**src/rtl/x_sram_arb.sv**
```systemverilog
// Round-robin arbiter/sequencer between two requesters and sixteen SPI SRAM channels.
// Optional transaction timeout is enabled by defining X_SRAM_ARB_TIMEOUT_EN.
module x_sram_arb #(
  parameter int unsigned TIMEOUT_CYCLES = 4096
) (
  input  logic         i_clk,
  input  logic         i_rst,
  input  logic         i_a_valid,
  output logic         o_a_accept,
  input  logic         i_a_rd_n_wr,
  input  logic [19:0]  i_a_addr,
  input  logic [7:0]   i_a_wdata,
  output logic         o_a_done,
  output logic [7:0]   o_a_rdata,
  output logic         o_a_err,
  input  logic         i_b_valid,
  output logic         o_b_accept,
  input  logic         i_b_rd_n_wr,
  input  logic [19:0]  i_b_addr,
  input  logic [7:0]   i_b_wdata,
  output logic         o_b_done,
  output logic [7:0]   o_b_rdata,
  output logic         o_b_err,
  output logic [15:0]  o_valid,
  input  logic [15:0]  i_accept,
  output logic         o_rd_n_wr,
  output logic [15:0]  o_addr,
  output logic [7:0]   o_wdata,
  input  logic [15:0]  i_ready,
  input  logic [127:0] i_rdata
);

  typedef enum logic [1:0] {
    S_IDLE,
    S_ISSUE,
    S_WAIT
  } state_t;

  state_t      r_state;
  state_t      w_state_nxt;
  logic        r_ptr;
  logic        r_owner;
  logic [3:0]  r_chip;
  logic [15:0] r_valid;
  logic [15:0] w_valid_nxt;
  logic        r_rd_n_wr;
  logic [15:0] r_addr;
  logic [7:0]  r_wdata;
  logic        r_a_done;
  logic        r_b_done;
  logic [7:0]  r_a_rdata;
  logic [7:0]  r_b_rdata;

  logic        w_idle;
  logic        w_grant_a;
  logic        w_grant_b;
  logic        w_grant;
  logic [3:0]  w_new_chip;
  logic        w_acc_hit;
  logic        w_rdy_hit;
  logic        w_complete;
  logic        w_timeout;
  logic [7:0]  w_chip_rdata;
  logic [7:0]  w_done_data;

`ifdef X_SRAM_ARB_TIMEOUT_EN
  localparam int unsigned CW = $clog2(TIMEOUT_CYCLES);

  logic [CW-1:0] r_cnt;
  logic          r_a_err;
  logic          r_b_err;

  always_ff @(posedge i_clk) begin
    if (i_rst) begin
      r_cnt <= '0;
    end else if (w_grant) begin
      r_cnt <= '0;
    end else if (r_state != S_IDLE) begin
      r_cnt <= r_cnt + 1'b1;
    end
  end

  // A completion in the terminal-count cycle takes precedence over the abort.
  always_comb begin
    w_timeout = (r_state != S_IDLE) && (r_cnt == CW'(TIMEOUT_CYCLES - 1)) && !w_complete;
  end

  always_ff @(posedge i_clk) begin
    if (i_rst) begin
      r_a_err <= 1'b0;
      r_b_err <= 1'b0;
    end else begin
      r_a_err <= w_timeout && !r_owner;
      r_b_err <= w_timeout && r_owner;
    end
  end

  assign o_a_err = r_a_err;
  assign o_b_err = r_b_err;
`else
  always_comb begin
    w_timeout = 1'b0;
  end

  assign o_a_err = 1'b0;
  assign o_b_err = 1'b0;
`endif

  // Single valid requester always wins; on contention r_ptr (0 = A) decides.
  always_comb begin
    w_idle     = (r_state == S_IDLE);
    w_grant_a  = w_idle && !i_rst && i_a_valid && (!i_b_valid || !r_ptr);
    w_grant_b  = w_idle && !i_rst && i_b_valid && (!i_a_valid || r_ptr);
    w_grant    = w_grant_a || w_grant_b;
    w_new_chip = w_grant_a ? i_a_addr[19:16] : i_b_addr[19:16];
  end

  always_comb begin
    w_acc_hit    = i_accept[r_chip];
    w_rdy_hit    = i_ready[r_chip];
    w_chip_rdata = i_rdata[{r_chip, 3'b000} +: 8];
    w_complete   = (r_state == S_WAIT) && w_rdy_hit;
    w_done_data  = r_rd_n_wr ? w_chip_rdata : 8'h00;
  end

  always_comb begin
    w_state_nxt = r_state;
    w_valid_nxt = r_valid;
    case (r_state)
      S_IDLE: begin
        if (w_grant) begin
          w_state_nxt = S_ISSUE;
          w_valid_nxt = 16'd1 << w_new_chip;
        end
      end
      S_ISSUE: begin
        if (w_timeout) begin
          w_state_nxt = S_IDLE;
          w_valid_nxt = '0;
        end else if (w_acc_hit) begin
          w_state_nxt = S_WAIT;
          w_valid_nxt = '0;
        end
      end
      S_WAIT: begin
        if (w_complete || w_timeout) begin
          w_state_nxt = S_IDLE;
        end
      end
      default: begin
        w_state_nxt = S_IDLE;
        w_valid_nxt = '0;
      end
    endcase
  end

  always_ff @(posedge i_clk) begin
    if (i_rst) begin
      r_state   <= S_IDLE;
      r_valid   <= '0;
      r_ptr     <= 1'b0;
      r_owner   <= 1'b0;
      r_chip    <= '0;
      r_rd_n_wr <= 1'b0;
      r_addr    <= '0;
      r_wdata   <= '0;
      r_a_done  <= 1'b0;
      r_b_done  <= 1'b0;
      r_a_rdata <= '0;
      r_b_rdata <= '0;
    end else begin
      r_state  <= w_state_nxt;
      r_valid  <= w_valid_nxt;
      r_a_done <= 1'b0;
      r_b_done <= 1'b0;
      if (w_grant) begin
        r_ptr     <= w_grant_a;
        r_owner   <= w_grant_b;
        r_chip    <= w_new_chip;
        r_rd_n_wr <= w_grant_a ? i_a_rd_n_wr : i_b_rd_n_wr;
        r_addr    <= w_grant_a ? i_a_addr[15:0] : i_b_addr[15:0];
        r_wdata   <= w_grant_a ? i_a_wdata : i_b_wdata;
      end
      if (w_complete || w_timeout) begin
        if (r_owner) begin
          r_b_done  <= 1'b1;
          r_b_rdata <= w_complete ? w_done_data : 8'h00;
        end else begin
          r_a_done  <= 1'b1;
          r_a_rdata <= w_complete ? w_done_data : 8'h00;
        end
      end
    end
  end

  assign o_a_accept = w_grant_a;
  assign o_b_accept = w_grant_b;
  assign o_a_done   = r_a_done;
  assign o_b_done   = r_b_done;
  assign o_a_rdata  = r_a_rdata;
  assign o_b_rdata  = r_b_rdata;
  assign o_valid    = r_valid;
  assign o_rd_n_wr  = r_rd_n_wr;
  assign o_addr     = r_addr;
  assign o_wdata    = r_wdata;

endmodule

```
**config.mk**
```make
export PLATFORM = sky130hd
export DESIGN_NAME = x_sram_arb
export DESIGN_NICKNAME = d
export VERILOG_FILES = /design/src/rtl/x_sram_arb.sv
export SDC_FILE = /design/constraint.sdc
export NUM_CORES = 1
export LEC_CHECK = 0
export CAP_MARGIN = 20
export CORE_ASPECT_RATIO = 0.5
export CORE_MARGIN = 8
export CORE_UTILIZATION = 37
export DETAILED_ROUTE_END_ITERATION = 16
export MAX_ROUTING_LAYER = met4
export PLACE_DENSITY = 0.85
export SLEW_MARGIN = 15
export SYNTH_ARGS = -nofsm -noshare
export SYNTH_HDL_FRONTEND = slang
export SYNTH_SLANG_ARGS = --single-unit
export TNS_END_PERCENT = 5
```
**constraint.sdc**
```tcl
create_clock -name i_clk -period 2.3 [get_ports i_clk]
set_input_delay 0.46 -clock i_clk [delete_from_list [all_inputs] [get_ports i_clk]]
set_output_delay 0.46 -clock i_clk [all_outputs]
set_load 0.005 [all_outputs]
```
==> impl_summary.md <==
Clock network
The clock edge transition at the registers on the reported setup and hold paths is 0.05 ns. The clock tree root buffer cell is sky130_fd_sc_hd__clkbuf_16. Post-CTS timing repair inserted 0 buffers for setup. The H-tree was split into 3 levels. TritonCTS built the clock tree. The tree built by TritonCTS fans out to 67 sinks.

The number of buffers on the longest clock path is 2. Counting the buffers created by CTS gives 9. The insertion delay of the later-clocked pin in the worst-skew pair is 0.32 ns.

Final layout
The net count of the finished layout is 1032. The number of diodes added for antenna fixing is 0. The non-filler instance count after layout is 980. The synthesis-to-finish area growth is 80.2%.

The share of final-layout standard cells stronger than drive strength 1 is 14.8%. The finished cells cover 0.00795 sq mm. For this run, the share of the core covered by cells in the final layout is 67.8%.

Yosys
The number of standard cells after synthesis is 517. The share of synthesized registers carrying an async set or reset is 0%. The cell with the most instances after synthesis is sky130_fd_sc_hd__dfxtp_1.

The dominant synthesized flop cell is sky130_fd_sc_hd__dfxtp_1. The number of enable-type register cells in the synthesized netlist is 0. The count of distinct cell types in the synthesized netlist is 48. By count the netlist is led by sky130_fd_sc_hd__dfxtp_1, sky130_fd_sc_hd__nand2_1, sky130_fd_sc_hd__nor3_1.

After synthesis, the cell types taking the most area are sky130_fd_sc_hd__dfxtp_1, sky130_fd_sc_hd__mux2_2, sky130_fd_sc_hd__mux2i_1. The register bit total from synthesis is 67. During synthesis, Yosys emitted a total of 0 warnings. The post-synthesis sequential area ratio is 30.4%. The synthesized area per cell is 8.54 sq um. The biggest area consumer among synthesized cells is sky130_fd_sc_hd__dfxtp_1. The total standard cell area after synthesis is 0.00441 sq mm.

The share of the synthesized area in the top cell type is 30.4%.

Critical path
The nature of the critical path startpoint is a register. STA puts the critical path data required time at 2.49 ns. Data on the critical path arrives at its endpoint at 2.49 ns.

The critical path capture point type is a register. The largest fanout on the critical path is 48. The length in cells of the worst reg-to-reg path is 7.

The critical path is of the register to register type.

Global routing
The all-layer global routing usage is 23.5%. For this run the aggregate overflow at the end of global routing stands at 0. The largest net degree at the start of global routing is 49. The via count of the first global-routing pass is 5436.

The number of antenna violations at the first check in global routing is 0. The first global-routing pass estimated 29.3 mm of wire.

Timing
Based on the critical path, the design can be clocked at up to 435 MHz. The setup TNS is 0 ns. The total count of hold-check failures in the final report is 0.

The post-route worst hold slack is 0.461 ns. At the pin with the least slew margin, the transition time is 0.705 ns. Dividing the final minimum period by the clock period gives 100%. The total setup violations reported at the end of the flow is 0. The post-route clock skew is 0.00314 ns. Setup repair after global routing could not meet its margin everywhere. After layout, the worst setup slack is 0.000857 ns. The time the final worst path needs with I/O delays and setup is 2.30 ns. The final count of pins violating max slew came to 0. Headroom to the max-slew limit came out at 51.8%.

Die
The number of standard-cell rows in the floorplan is 28. The area enclosed by the die boundary is 0.0159 sq mm. The initial utilization of the core area, before any placement, comes to 37.6%.

The die boundary width is 170 microns. Pin placement for this block handled 285 I/O pins. The standard cell core area is 0.0117 sq mm.

From bottom edge to top edge, the die measures 93.2 microns.

Pwr
VDD sags by at most 367 uV. The power per unit of standard cell area is 508 mW/mm^2. Total power for the finished layout comes to 4.04 mW. The leakage power total is 2.80 nW.

Route
The via count is 5437. Dividing the detail-routed via count by the number of cells gives 5.55. The number of DRC markers in iteration 0 is 415. The remaining antenna violation count after routing is 0. Dividing the detail-routed wire length by the instance count gives 19.7 microns. The routed design has 19.3 mm of wire. In the routed design, unresolved DRC markers number 0.

The first-pass detailed-route iteration total is 5.

Placed design
The cell count after placement is 964. The placed standard-cell area is 0.00760 sq mm. The quantity of I/O buffers inserted on ports is 282. At the placement stage, the worst setup path has a slack of -0.159 ns. The wire-length estimate of the detail-placed layout is 15.1 mm.

The placer congestion estimate is 0.881.

Run
The number of max-cap violations is 0.

Worst hold path
The worst min-delay path class is register to register. Along the worst hold path, the cell count comes to 1.

Status
The flow ran to the end, and the final reports show no timing, DRC or antenna violations.
-- area by class of cell --
cell class	count	area (sq um)
Clock buffer	14	264
Clock inverter	2	10.0
Fill cell	903	3780
Inverter	3	11.3
Multi-Input combinational cell	399	2860
Sequential cell	67	1350
Tap cell	165	206
Timing Repair Buffer	330	3250
-- layout by cell type, fill, tap and decap left out, drive strengths merged, types with 4 or more instances in the layout --
cell type and instances:
clkdlybuf4s50 280, dfxtp 67, nand2 55, buf 49
nor3 46, mux2 42, nor2 35, a2111oi 32
a311oi 26, mux2i 24, a211oi 22, nor2b 22
o22ai 20, clkbuf 14, o2bb2ai 13, nand2b 10
a31oi 9, a41oi 4, nor4 4
-- per-layer routing --
layer | up-vias | share of wire (%) | track usage [%] | wire, microns
li1 | 2600 | - | - | -
met2 | 202 | 52 | 42.2 | 10100
met3 | 38 | 5.5 | 4.41 | 1070
met1 | 2597 | 40 | 26.1 | 7670
met4 | 0 | 2.6 | 7.90 | 512
met5 | - | 0 | - | 0
-- cell families after synthesis --
logic type             after synthesis  synth area share [%]
AND/OR/NAND/NOR                    186                  20.0
AO/OA/AOI/OAI                      144                  26.1
multiplexers                        67                  16.8
flip-flops                          67                  30.4
buffers and inverters               52                  6.63
other                                1                0.0850
-- flip-flops by register name, summed over array words and instances (netlist names) --
register,flops
o_a_rdata,8
o_valid,16
o_rd_n_wr,1
r_owner,1
o_a_done,1
r_chip,4
o_b_done,1
o_b_rdata,8
r_state,2
o_wdata,8
o_addr,16
r_ptr,1
-- worst paths after layout --
kind	slack [ns]	end	start
setup / recovery	0.0009	o_b_rdata[3]	r_chip[0]
hold / removal	0.46	o_valid[4]	o_valid[4]
setup reg to reg	0.0009	o_b_rdata[3]	r_chip[0]
hold reg to reg	0.46	o_valid[4]	o_valid[4]
-- power by group --
| group | internal [mW] | leakage (nW) | switching (mW) | total [mW] |
|---|---|---|---|---|
| clock network | 0.786 | 0.137 | 0.479 | 1.26 |
| registers | 1.25 | 0.548 | 0.0761 | 1.33 |
| logic | 0.843 | 2.11 | 0.610 | 1.45 |
-- critical path, stage by stage, from the launching register on --
cell                        delay [ns]
sky130_fd_sc_hd__dfxtp_4          0.52
sky130_fd_sc_hd__buf_16           0.27
sky130_fd_sc_hd__mux2_2           0.36
sky130_fd_sc_hd__o22ai_1          0.19
sky130_fd_sc_hd__a2111oi_0        0.10
sky130_fd_sc_hd__buf_4            0.16
sky130_fd_sc_hd__a2111oi_0        0.46
sky130_fd_sc_hd__nor3_1           0.08
-- timing repair --
| item | CTS | global route |
|---|---|---|
| endpoints found under the hold margin | 0 | 0 |
| setup endpoints to repair | 5 | 22 |
| resized for setup | 3 | 18 |
| hold buffers | 0 | 0 |
Power figures use the tool's default switching activity.
